==> src/rtl/alu_control_muldiv_pkg.sv <==
// Shared encodings for the ALU control decoder and the multiply/divide sequencer.
package alu_ctrl_pkg;

  // ALU select codes driven on alu_operation_o
  localparam logic [3:0] ALU_AND  = 4'b0000;
  localparam logic [3:0] ALU_OR   = 4'b0001;
  localparam logic [3:0] ALU_NOR  = 4'b0010;
  localparam logic [3:0] ALU_ADD  = 4'b0011;
  localparam logic [3:0] ALU_SUB  = 4'b0100;
  localparam logic [3:0] ALU_SLL  = 4'b0101;
  localparam logic [3:0] ALU_SRL  = 4'b0110;
  localparam logic [3:0] ALU_SLT  = 4'b0111;
  localparam logic [3:0] ALU_LUI  = 4'b1000;
  localparam logic [3:0] ALU_NOP  = 4'b1001;
  localparam logic [3:0] ALU_MFHI = 4'b1010;
  localparam logic [3:0] ALU_MFLO = 4'b1011;

  // alu_op classes from main control
  localparam logic [2:0] AOP_MEM    = 3'b000;
  localparam logic [2:0] AOP_BRANCH = 3'b001;
  localparam logic [2:0] AOP_ORI    = 3'b010;
  localparam logic [2:0] AOP_ANDI   = 3'b011;
  localparam logic [2:0] AOP_ADDI   = 3'b100;
  localparam logic [2:0] AOP_LUI    = 3'b101;
  localparam logic [2:0] AOP_SLTI   = 3'b110;
  localparam logic [2:0] AOP_RTYPE  = 3'b111;

  // R-type funct field values
  localparam logic [5:0] FUNCT_SLL   = 6'b000000;
  localparam logic [5:0] FUNCT_SRL   = 6'b000010;
  localparam logic [5:0] FUNCT_MFHI  = 6'b010000;
  localparam logic [5:0] FUNCT_MTHI  = 6'b010001;
  localparam logic [5:0] FUNCT_MFLO  = 6'b010010;
  localparam logic [5:0] FUNCT_MTLO  = 6'b010011;
  localparam logic [5:0] FUNCT_MULT  = 6'b011000;
  localparam logic [5:0] FUNCT_MULTU = 6'b011001;
  localparam logic [5:0] FUNCT_DIV   = 6'b011010;
  localparam logic [5:0] FUNCT_DIVU  = 6'b011011;
  localparam logic [5:0] FUNCT_ADD   = 6'b100000;
  localparam logic [5:0] FUNCT_ADDU  = 6'b100001;
  localparam logic [5:0] FUNCT_SUB   = 6'b100010;
  localparam logic [5:0] FUNCT_AND   = 6'b100100;
  localparam logic [5:0] FUNCT_OR    = 6'b100101;
  localparam logic [5:0] FUNCT_NOR   = 6'b100111;
  localparam logic [5:0] FUNCT_SLT   = 6'b101010;

  typedef enum logic [1:0] {
    IDLE = 2'b00,
    BUSY = 2'b01,
    DONE = 2'b10
  } state_e;

  typedef enum logic [1:0] {
    MD_MULT  = 2'b00,
    MD_MULTU = 2'b01,
    MD_DIV   = 2'b10,
    MD_DIVU  = 2'b11
  } muldiv_op_e;

  // Map a multiply/divide funct onto the sequencer op; non-muldiv functs never reach it
  function automatic muldiv_op_e funct_to_op(input logic [5:0] funct);
    muldiv_op_e op;
    case (funct)
      FUNCT_MULT:  op = MD_MULT;
      FUNCT_MULTU: op = MD_MULTU;
      FUNCT_DIV:   op = MD_DIV;
      FUNCT_DIVU:  op = MD_DIVU;
      default:     op = MD_MULT;
    endcase
    return op;
  endfunction

endpackage

==> src/rtl/alu_control_muldiv_iter.sv <==
// Iterative multiply/divide datapath: magnitude operands, one shift-add or
// restoring-subtract step per step pulse, sign correction presented on finish.
module muldiv_iter
  import alu_ctrl_pkg::*;
#(
  parameter int DATA_WIDTH = 32
) (
  input  logic                  clk,
  input  logic                  reset,
  input  logic                  load,
  input  logic                  step,
  input  logic                  finish,
  input  muldiv_op_e            op,
  input  logic [DATA_WIDTH-1:0] rs,
  input  logic [DATA_WIDTH-1:0] rt,
  output logic [DATA_WIDTH-1:0] hi,
  output logic [DATA_WIDTH-1:0] lo,
  output logic                  div_zero
);

  localparam int W = DATA_WIDTH;

  function automatic logic [W-1:0] cond_neg(input logic [W-1:0] v, input logic neg);
    logic [W-1:0] r;
    if (neg) begin
      r = ~v + {{(W-1){1'b0}}, 1'b1};
    end else begin
      r = v;
    end
    return r;
  endfunction

  muldiv_op_e     op_r;
  logic           neg_a_r;
  logic           neg_b_r;
  logic [W-1:0]   raw_rs_r;
  logic [W-1:0]   m_r;       // multiplicand (mult) or divisor (div) magnitude
  logic [W-1:0]   acc_hi_r;  // upper product half / partial remainder
  logic [W-1:0]   acc_lo_r;  // multiplier being shifted out / quotient shifted in

  logic           load_signed_s;
  logic           load_div_s;
  logic           sign_a_s;
  logic           sign_b_s;
  logic [W-1:0]   mag_a_s;
  logic [W-1:0]   mag_b_s;
  logic           is_div_s;
  logic [W:0]     sum_s;
  logic [W:0]     shifted_s;
  logic           ge_s;
  logic [W-1:0]   diff_s;
  logic [W-1:0]   next_hi_s;
  logic [W-1:0]   next_lo_s;
  logic [2*W-1:0] prod_s;

  // Operand magnitudes and signs for the op being loaded
  always_comb begin
    load_signed_s = (op == MD_MULT) || (op == MD_DIV);
    load_div_s    = (op == MD_DIV) || (op == MD_DIVU);
    sign_a_s      = load_signed_s & rs[W-1];
    sign_b_s      = load_signed_s & rt[W-1];
    mag_a_s       = cond_neg(rs, sign_a_s);
    mag_b_s       = cond_neg(rt, sign_b_s);
  end

  // One iteration: shift-add for multiply, restoring subtract for divide
  always_comb begin
    is_div_s  = (op_r == MD_DIV) || (op_r == MD_DIVU);
    sum_s     = {1'b0, acc_hi_r} + (acc_lo_r[0] ? {1'b0, m_r} : {(W+1){1'b0}});
    shifted_s = {acc_hi_r, acc_lo_r[W-1]};
    ge_s      = (shifted_s >= {1'b0, m_r});
    // When ge_s the true difference is below m_r, so the low W bits are exact
    diff_s    = shifted_s[W-1:0] - m_r;
    if (is_div_s) begin
      next_hi_s = ge_s ? diff_s : shifted_s[W-1:0];
      next_lo_s = {acc_lo_r[W-2:0], ge_s};
    end else begin
      next_hi_s = sum_s[W:1];
      next_lo_s = {sum_s[0], acc_lo_r[W-1:1]};
    end
  end

  // Final result with sign correction and divide-by-zero override
  always_comb begin
    div_zero = is_div_s && (m_r == {W{1'b0}});
    prod_s   = {acc_hi_r, acc_lo_r};
    hi       = acc_hi_r;
    lo       = acc_lo_r;
    if (finish) begin
      if (!is_div_s) begin
        if (neg_a_r ^ neg_b_r) begin
          {hi, lo} = ~prod_s + {{(2*W-1){1'b0}}, 1'b1};
        end else begin
          {hi, lo} = prod_s;
        end
      end else if (div_zero) begin
        hi = raw_rs_r;
        lo = {W{1'b1}};
      end else begin
        // Remainder follows the dividend sign; the most-negative / -1 case
        // falls out naturally because negating 2^(W-1) wraps to itself
        hi = cond_neg(acc_hi_r, neg_a_r);
        lo = cond_neg(acc_lo_r, neg_a_r ^ neg_b_r);
      end
    end else begin
      hi = acc_hi_r;
      lo = acc_lo_r;
    end
  end

  // Operand capture on load, accumulator update on each step
  always_ff @(posedge clk or posedge reset) begin
    if (reset) begin
      op_r     <= MD_MULT;
      neg_a_r  <= 1'b0;
      neg_b_r  <= 1'b0;
      raw_rs_r <= {W{1'b0}};
      m_r      <= {W{1'b0}};
      acc_hi_r <= {W{1'b0}};
      acc_lo_r <= {W{1'b0}};
    end else if (load) begin
      op_r     <= op;
      neg_a_r  <= sign_a_s;
      neg_b_r  <= sign_b_s;
      raw_rs_r <= rs;
      acc_hi_r <= {W{1'b0}};
      if (load_div_s) begin
        m_r      <= mag_b_s;
        acc_lo_r <= mag_a_s;
      end else begin
        m_r      <= mag_a_s;
        acc_lo_r <= mag_b_s;
      end
    end else if (step) begin
      acc_hi_r <= next_hi_s;
      acc_lo_r <= next_lo_s;
    end else begin
      acc_hi_r <= acc_hi_r;
      acc_lo_r <= acc_lo_r;
    end
  end

endmodule

==> src/rtl/alu_control_muldiv.sv <==
// Execute-stage ALU control: combinational select decode plus the MULT/DIV
// sequencer FSM that owns HI/LO and stalls the pipeline while iterating.
module alu_control_muldiv
  import alu_ctrl_pkg::*;
#(
  parameter int DATA_WIDTH    = 32,
  parameter int ALU_OP_WIDTH  = 3,
  parameter int ALU_SEL_WIDTH = 4
) (
  input  logic                     clk,
  input  logic                     reset,
  input  logic                     valid_i,
  input  logic [ALU_OP_WIDTH-1:0]  alu_op_i,
  input  logic [5:0]               alu_function_i,
  input  logic [DATA_WIDTH-1:0]    rs_data_i,
  input  logic [DATA_WIDTH-1:0]    rt_data_i,
  output logic [ALU_SEL_WIDTH-1:0] alu_operation_o,
  output logic [DATA_WIDTH-1:0]    hi_o,
  output logic [DATA_WIDTH-1:0]    lo_o,
  output logic                     stall_o,
  output logic                     div_zero_o
);

  localparam int CNT_W = $clog2(DATA_WIDTH + 1);

  state_e                  state_r;
  logic [CNT_W-1:0]        count_r;
  logic [DATA_WIDTH-1:0]   hi_r;
  logic [DATA_WIDTH-1:0]   lo_r;
  logic                    div_zero_r;

  logic [3:0]              sel_s;
  logic                    is_rtype_s;
  logic                    is_md_funct_s;
  logic                    start_s;
  logic                    mthi_s;
  logic                    mtlo_s;
  logic                    last_step_s;
  logic [DATA_WIDTH-1:0]   md_hi_s;
  logic [DATA_WIDTH-1:0]   md_lo_s;
  logic                    md_div_zero_s;

  // ALU select decode from op class and funct field
  always_comb begin
    sel_s = ALU_NOP;
    case (alu_op_i)
      ALU_OP_WIDTH'(AOP_MEM):    sel_s = ALU_ADD;
      ALU_OP_WIDTH'(AOP_BRANCH): sel_s = ALU_SUB;
      ALU_OP_WIDTH'(AOP_ORI):    sel_s = ALU_OR;
      ALU_OP_WIDTH'(AOP_ANDI):   sel_s = ALU_AND;
      ALU_OP_WIDTH'(AOP_ADDI):   sel_s = ALU_ADD;
      ALU_OP_WIDTH'(AOP_LUI):    sel_s = ALU_LUI;
      ALU_OP_WIDTH'(AOP_SLTI):   sel_s = ALU_SLT;
      ALU_OP_WIDTH'(AOP_RTYPE): begin
        case (alu_function_i)
          FUNCT_ADD, FUNCT_ADDU: sel_s = ALU_ADD;
          FUNCT_SUB:             sel_s = ALU_SUB;
          FUNCT_AND:             sel_s = ALU_AND;
          FUNCT_OR:              sel_s = ALU_OR;
          FUNCT_NOR:             sel_s = ALU_NOR;
          FUNCT_SLT:             sel_s = ALU_SLT;
          FUNCT_SLL:             sel_s = ALU_SLL;
          FUNCT_SRL:             sel_s = ALU_SRL;
          FUNCT_MFHI:            sel_s = ALU_MFHI;
          FUNCT_MFLO:            sel_s = ALU_MFLO;
          default:               sel_s = ALU_NOP;
        endcase
      end
      default: sel_s = ALU_NOP;
    endcase
  end

  assign alu_operation_o = ALU_SEL_WIDTH'(sel_s);

  // Instruction qualifiers for the sequencer and the HI/LO move instructions
  always_comb begin
    is_rtype_s    = (alu_op_i == ALU_OP_WIDTH'(AOP_RTYPE));
    is_md_funct_s = (alu_function_i == FUNCT_MULT) || (alu_function_i == FUNCT_MULTU) ||
                    (alu_function_i == FUNCT_DIV)  || (alu_function_i == FUNCT_DIVU);
    start_s       = valid_i && is_rtype_s && is_md_funct_s;
    mthi_s        = valid_i && is_rtype_s && (alu_function_i == FUNCT_MTHI);
    mtlo_s        = valid_i && is_rtype_s && (alu_function_i == FUNCT_MTLO);
    last_step_s   = (count_r == CNT_W'(DATA_WIDTH - 1));
  end

  // Stall covers the start cycle and every BUSY cycle; DONE lets the PC advance
  assign stall_o    = ((state_r == IDLE) && start_s) || (state_r == BUSY);
  assign hi_o       = hi_r;
  assign lo_o       = lo_r;
  assign div_zero_o = div_zero_r;

  muldiv_iter #(
    .DATA_WIDTH(DATA_WIDTH)
  ) u_iter (
    .clk      (clk),
    .reset    (reset),
    .load     ((state_r == IDLE) && start_s),
    .step     (state_r == BUSY),
    .finish   (state_r == DONE),
    .op       (funct_to_op(alu_function_i)),
    .rs       (rs_data_i),
    .rt       (rt_data_i),
    .hi       (md_hi_s),
    .lo       (md_lo_s),
    .div_zero (md_div_zero_s)
  );

  // Sequencer FSM with step counter, HI/LO registers and divide-by-zero flag
  always_ff @(posedge clk or posedge reset) begin
    if (reset) begin
      state_r    <= IDLE;
      count_r    <= {CNT_W{1'b0}};
      hi_r       <= {DATA_WIDTH{1'b0}};
      lo_r       <= {DATA_WIDTH{1'b0}};
      div_zero_r <= 1'b0;
    end else begin
      case (state_r)
        IDLE: begin
          div_zero_r <= 1'b0;
          count_r    <= {CNT_W{1'b0}};
          if (start_s) begin
            state_r <= BUSY;
          end else if (mthi_s) begin
            hi_r <= rs_data_i;
          end else if (mtlo_s) begin
            lo_r <= rs_data_i;
          end else begin
            state_r <= IDLE;
          end
        end
        BUSY: begin
          count_r <= count_r + CNT_W'(1);
          if (last_step_s) begin
            state_r    <= DONE;
            div_zero_r <= md_div_zero_s;
          end else begin
            state_r <= BUSY;
          end
        end
        DONE: begin
          // The instruction that started us is still presented here, so start is ignored
          hi_r       <= md_hi_s;
          lo_r       <= md_lo_s;
          div_zero_r <= 1'b0;
          count_r    <= {CNT_W{1'b0}};
          state_r    <= IDLE;
        end
        default: begin
          state_r    <= IDLE;
          count_r    <= {CNT_W{1'b0}};
          div_zero_r <= 1'b0;
        end
      endcase
    end
  end

endmodule

==> config.mk <==
export PLATFORM = sky130hd
export DESIGN_NAME = alu_control_muldiv
export DESIGN_NICKNAME = d
export VERILOG_FILES = /design/src/rtl/alu_control_muldiv_pkg.sv /design/src/rtl/alu_control_muldiv_iter.sv /design/src/rtl/alu_control_muldiv.sv
export SDC_FILE = /design/constraint.sdc
export NUM_CORES = 1
export LEC_CHECK = 0
export CAP_MARGIN = 5
export CORE_UTILIZATION = 65
export DETAILED_ROUTE_END_ITERATION = 10
export DONT_BUFFER_PORTS = 1
export PLACE_DENSITY = 0.81
export RECOVER_POWER = 50
export SETUP_SLACK_MARGIN = 0.4
export SLEW_MARGIN = 15
export SYNTH_ARGS = -nofsm -noshare
export SYNTH_HDL_FRONTEND = slang
export SYNTH_SLANG_ARGS = --single-unit
==> constraint.sdc <==
create_clock -name clk -period 8.1 [get_ports clk]
set_input_delay 1.62 -clock clk [delete_from_list [all_inputs] [get_ports clk]]
set_output_delay 1.62 -clock clk [all_outputs]
set_load 0.02 [all_outputs]
==> summary.md <==
| Metric | Value |
|---|---|
| Status | `complete, but fails checks` |
| Failing checks | `design-rule violations, max-capacitance violations, max-slew violations` |
| Worst-Skew Late Latency | `530 ps` |
| Mean Syn Cell Area | `between 7 and 8 um2` |
| Top_reg_cell synth | `dfrtp_1` |
| Root Driver | `clkbuf_16` |
| Number of max-cap violations | `5` |
| Detailed Routing Iterations Pass 1 | `10` |
| CTS resizes | `0` |
| Switching portion of total power | `45.4%` |
| M3 GR Usage | `9.65%` |
| Comb power frac | `39.5%` |
| Fillers | `2248` |
| Critical Path AT | `approximately 5500 ps` |
| Setup violators final | `0` |
| Met2 usage in global routing | `between 60% and 70%` |
| CP max stage delay | `~2300 ps` |
| Hold Crit Class | `flop to flop` |
| Clock power share | `22.2%` |
| Die Y | `166 um` |
| CTS tree | `done` |
| Die Wd | `166 um` |
| Setup TNS | `0 ps` |
| HPWL Detailed | `about 44 mm` |
| Vias in the first global route | `~17000` |
| Port Buffers | `0` |
| Dpl ws | `roughly 3400 ps` |
| Reg2reg end | `u_iter.acc_hi_r[13]$_DFFE_PP0P_` |
| Pwr dens | `273 nW/um2` |
| Via count | `17625` |
| Routed WL | `60.0 mm` |
| RSZ-0062 raised after global routing | `false` |
| CP top delay family | `buffers and inverters` |
| Cell with the most instances after synthesis | `nand2_1` |
| Hold_buf cts | `0` |
| Final WS setup | `2730 ps` |
| Period utilization | `66.3%` |
| FF-to-FF path depth | `5` |
| VDD IR-drop max | `0.000221 V` |
| Clk_skew | `around 9.5 ps` |
| Post-synth EDFFs | `0` |
| Number of top-level pins | `146` |
| Max-slew violations | `around 270` |
| Netlist cell types | `79` |
| Initial core utilization | `66.7%` |
| Post-route cell area | `18300 um2` |
| CP Buf/Inv Count | `2` |
| Area contributors post-synth | `dfrtp_1 29%, nand2_1 7.4%, o21ai_0 6.8%, a21oi_1 5.4%, xor2_1 5.1%` |
| DRC viols | `10` |
| CTS sink count | `204` |
| Slew HR | `-186%` |
| Data required, critical path | `8260 ps` |
| Internal | `2.73 mW` |
| Critical Path Fanout Max | `90` |
| Register area | `a little over 5000 um2` |
| Sequential share of power | `a little under two fifths` |
| Htree depth | `1` |
| Setup CP Type | `primary input to asynchronous set/reset pin` |
| Critical path origin | `reset` |
| Final nets | `2341` |
| Largest net degree at the start of global routing | `100` |
| Critical path capture point type | `asynchronous set/reset pin` |
| CP Cell Sequence | `clkinvlp_2, clkbuf_2` |
| Mapped cell area | `17500 um2` |
| Setup repair bufs after CTS | `0` |
| Final min period | `around 5400 ps` |
| Top-area cell type share of the netlist area | `between 20% and 30%` |
| Cell taking the most area after synthesis | `dfrtp_1` |
| Util after Layout | `69.6%` |
| 1st-iter DRT viols | `2378` |
| Lkg Pwr | `7.80 nW` |
| Hold Violations, Final | `0` |
| Total congestion overflow | `0` |
| Register area share after synthesis | `29.1%` |
| Slowest CP cell | `clkinvlp_2` |
| Initial antenna violation count | `0` |
| Post-Synthesis Net Count | `between 2000 and 2500` |
| Total GRT Usage | `43.0%` |
| Min-Delay Endpoint | `count_r[0]$_DFF_PP0_` |
| Max clock buf depth | `3` |
| Met1 Use GR | `around 55%` |
| Num CTS Buffers | `24` |
| Final hold slack | `464 ps` |
| Wire length of the first global-routing pass | `between 90 and 100 mm` |
| Yosys reg bits | `204` |
| Cell Area, Placed | `17500 um2` |
| FP Rows | `59` |
| Worst hold path startpoint | `count_r[0]$_DFF_PP0_` |
| Footprint of the multi-input gates | `11500 um2` |
| Worst R2R Start | `state_r[0]$_DFFE_PP0P_` |
| Yosys warning count | `0` |
| Post-synth top cells | `346 x nand2_1, 238 x o21ai_0, 204 x dfrtp_1` |
| Routed len/inst | `23.5 um` |
| Area growth from synthesis to layout | `4.39%` |
| Ys async rst share | `100%` |
| Crit start category | `primary input` |
| Net Switching | `2.27 mW` |
| Fmax | `about 0.19 GHz` |
| ANT nets after route | `0` |
| Core area | `26300 um2` |
| Hold Path Depth | `1` |
| Most used routing layer | `met2` |
| Clk slew on worst S/H paths | `70 ps` |
| Gate Count Post-Synth | `~2300` |
| Share of post-route cells with drive strength above 1 | `4.97%` |
| Worst slew pin tran | `between 4000 and 5000 ps` |
| Reg2reg setup slack | `3010 ps` |
| Via density | `6.91` |
| GP Congestion | `just under 1` |
| Die footprint | `27600 um2` |
## through the flow
stage          cells  power, mW
2_1_floorplan   2315       3.29
3_3_place_gp    2503       3.77
3_5_place_dp    2503       3.82
4_1_cts         2547       4.93
5_1_grt         2547       5.25
6_report        2550       4.99
## sequential cells by signal (all words and copies together), names as in the netlist
name / flops
div_zero_o: 1
u_iter.neg_a_r: 1
state_r: 2
u_iter.raw_rs_r: 32
u_iter.neg_b_r: 1
lo_o: 32
u_iter.acc_hi_r: 32
u_iter.acc_lo_r: 32
u_iter.m_r: 32
hi_o: 32
u_iter.op_r: 1
count_r: 6
## layout make-up
class | instances | area share, %
antenna | 3 | 0.0410
clock buffer | 28 | 3.64
clock inverter | 16 | 0.731
inverter | 75 | 1.54
multi-input combinational | 1868 | 63.0
sequential | 204 | 27.9
tap | 335 | 2.29
timing repair buffer | 21 | 0.807
## per-layer routing
metal	vias to the layer above	part of all wire, %	wire (um)
met3	274	11	6610
met4	0	7.0	4200
met2	1082	43	26100
li1	8014	-	-
met5	-	0	0
met1	8255	39	23100
## power groups by stage
stage	clock, mW	sequential (mW)	combinational (mW)
3_3_place_gp	0	1.89	1.87
6_report	1.11	1.91	1.97
2_1_floorplan	0	1.59	1.69
4_1_cts	1.11	1.88	1.94
3_5_place_dp	0	1.90	1.93
5_1_grt	1.14	1.92	2.19
## how the worst max path moves through the flow
stage	depth (start not counted)	slack, ps	to
after global placement	6	3410	stall_o
final	2	2730	u_iter.op_r[1]$_DFFE_PP0P_
after CTS	6	3390	stall_o
after detailed placement	6	3390	stall_o
after global routing	2	1810	u_iter.op_r[1]$_DFFE_PP0P_
after floorplan	1	910	count_r[0]$_DFF_PP0_
## logic make-up (layout without fill, tap and decap cells)
logic type               Yosys count  after routing  share of synthesized area [%]
XOR/XNOR                         202            202                           10.1
adder cells (fa/ha/maj)           71             71                           5.15
AND/OR/NAND/NOR                  798            798                           20.8
buffers and inverters            243            140                           5.37
AO/OA/AOI/OAI                    726            726                           25.4
other                              0              3                              0
flip-flops                       204            204                           29.1
multiplexers                      71             71                           4.11
## cell usage in the layout (no fill, tap or decap), types with 60 or more instances in the layout
master,instances
inv_1,74
xnor2_1,98
xor2_1,102
dfrtp_1,203
a21oi_1,189
nand2_1,346
mux2i_1,63
nand3_1,66
nor2_1,192
ha_1,69
o211ai_1,60
o21ai_0,238
(Power assumes the default switching activity.)
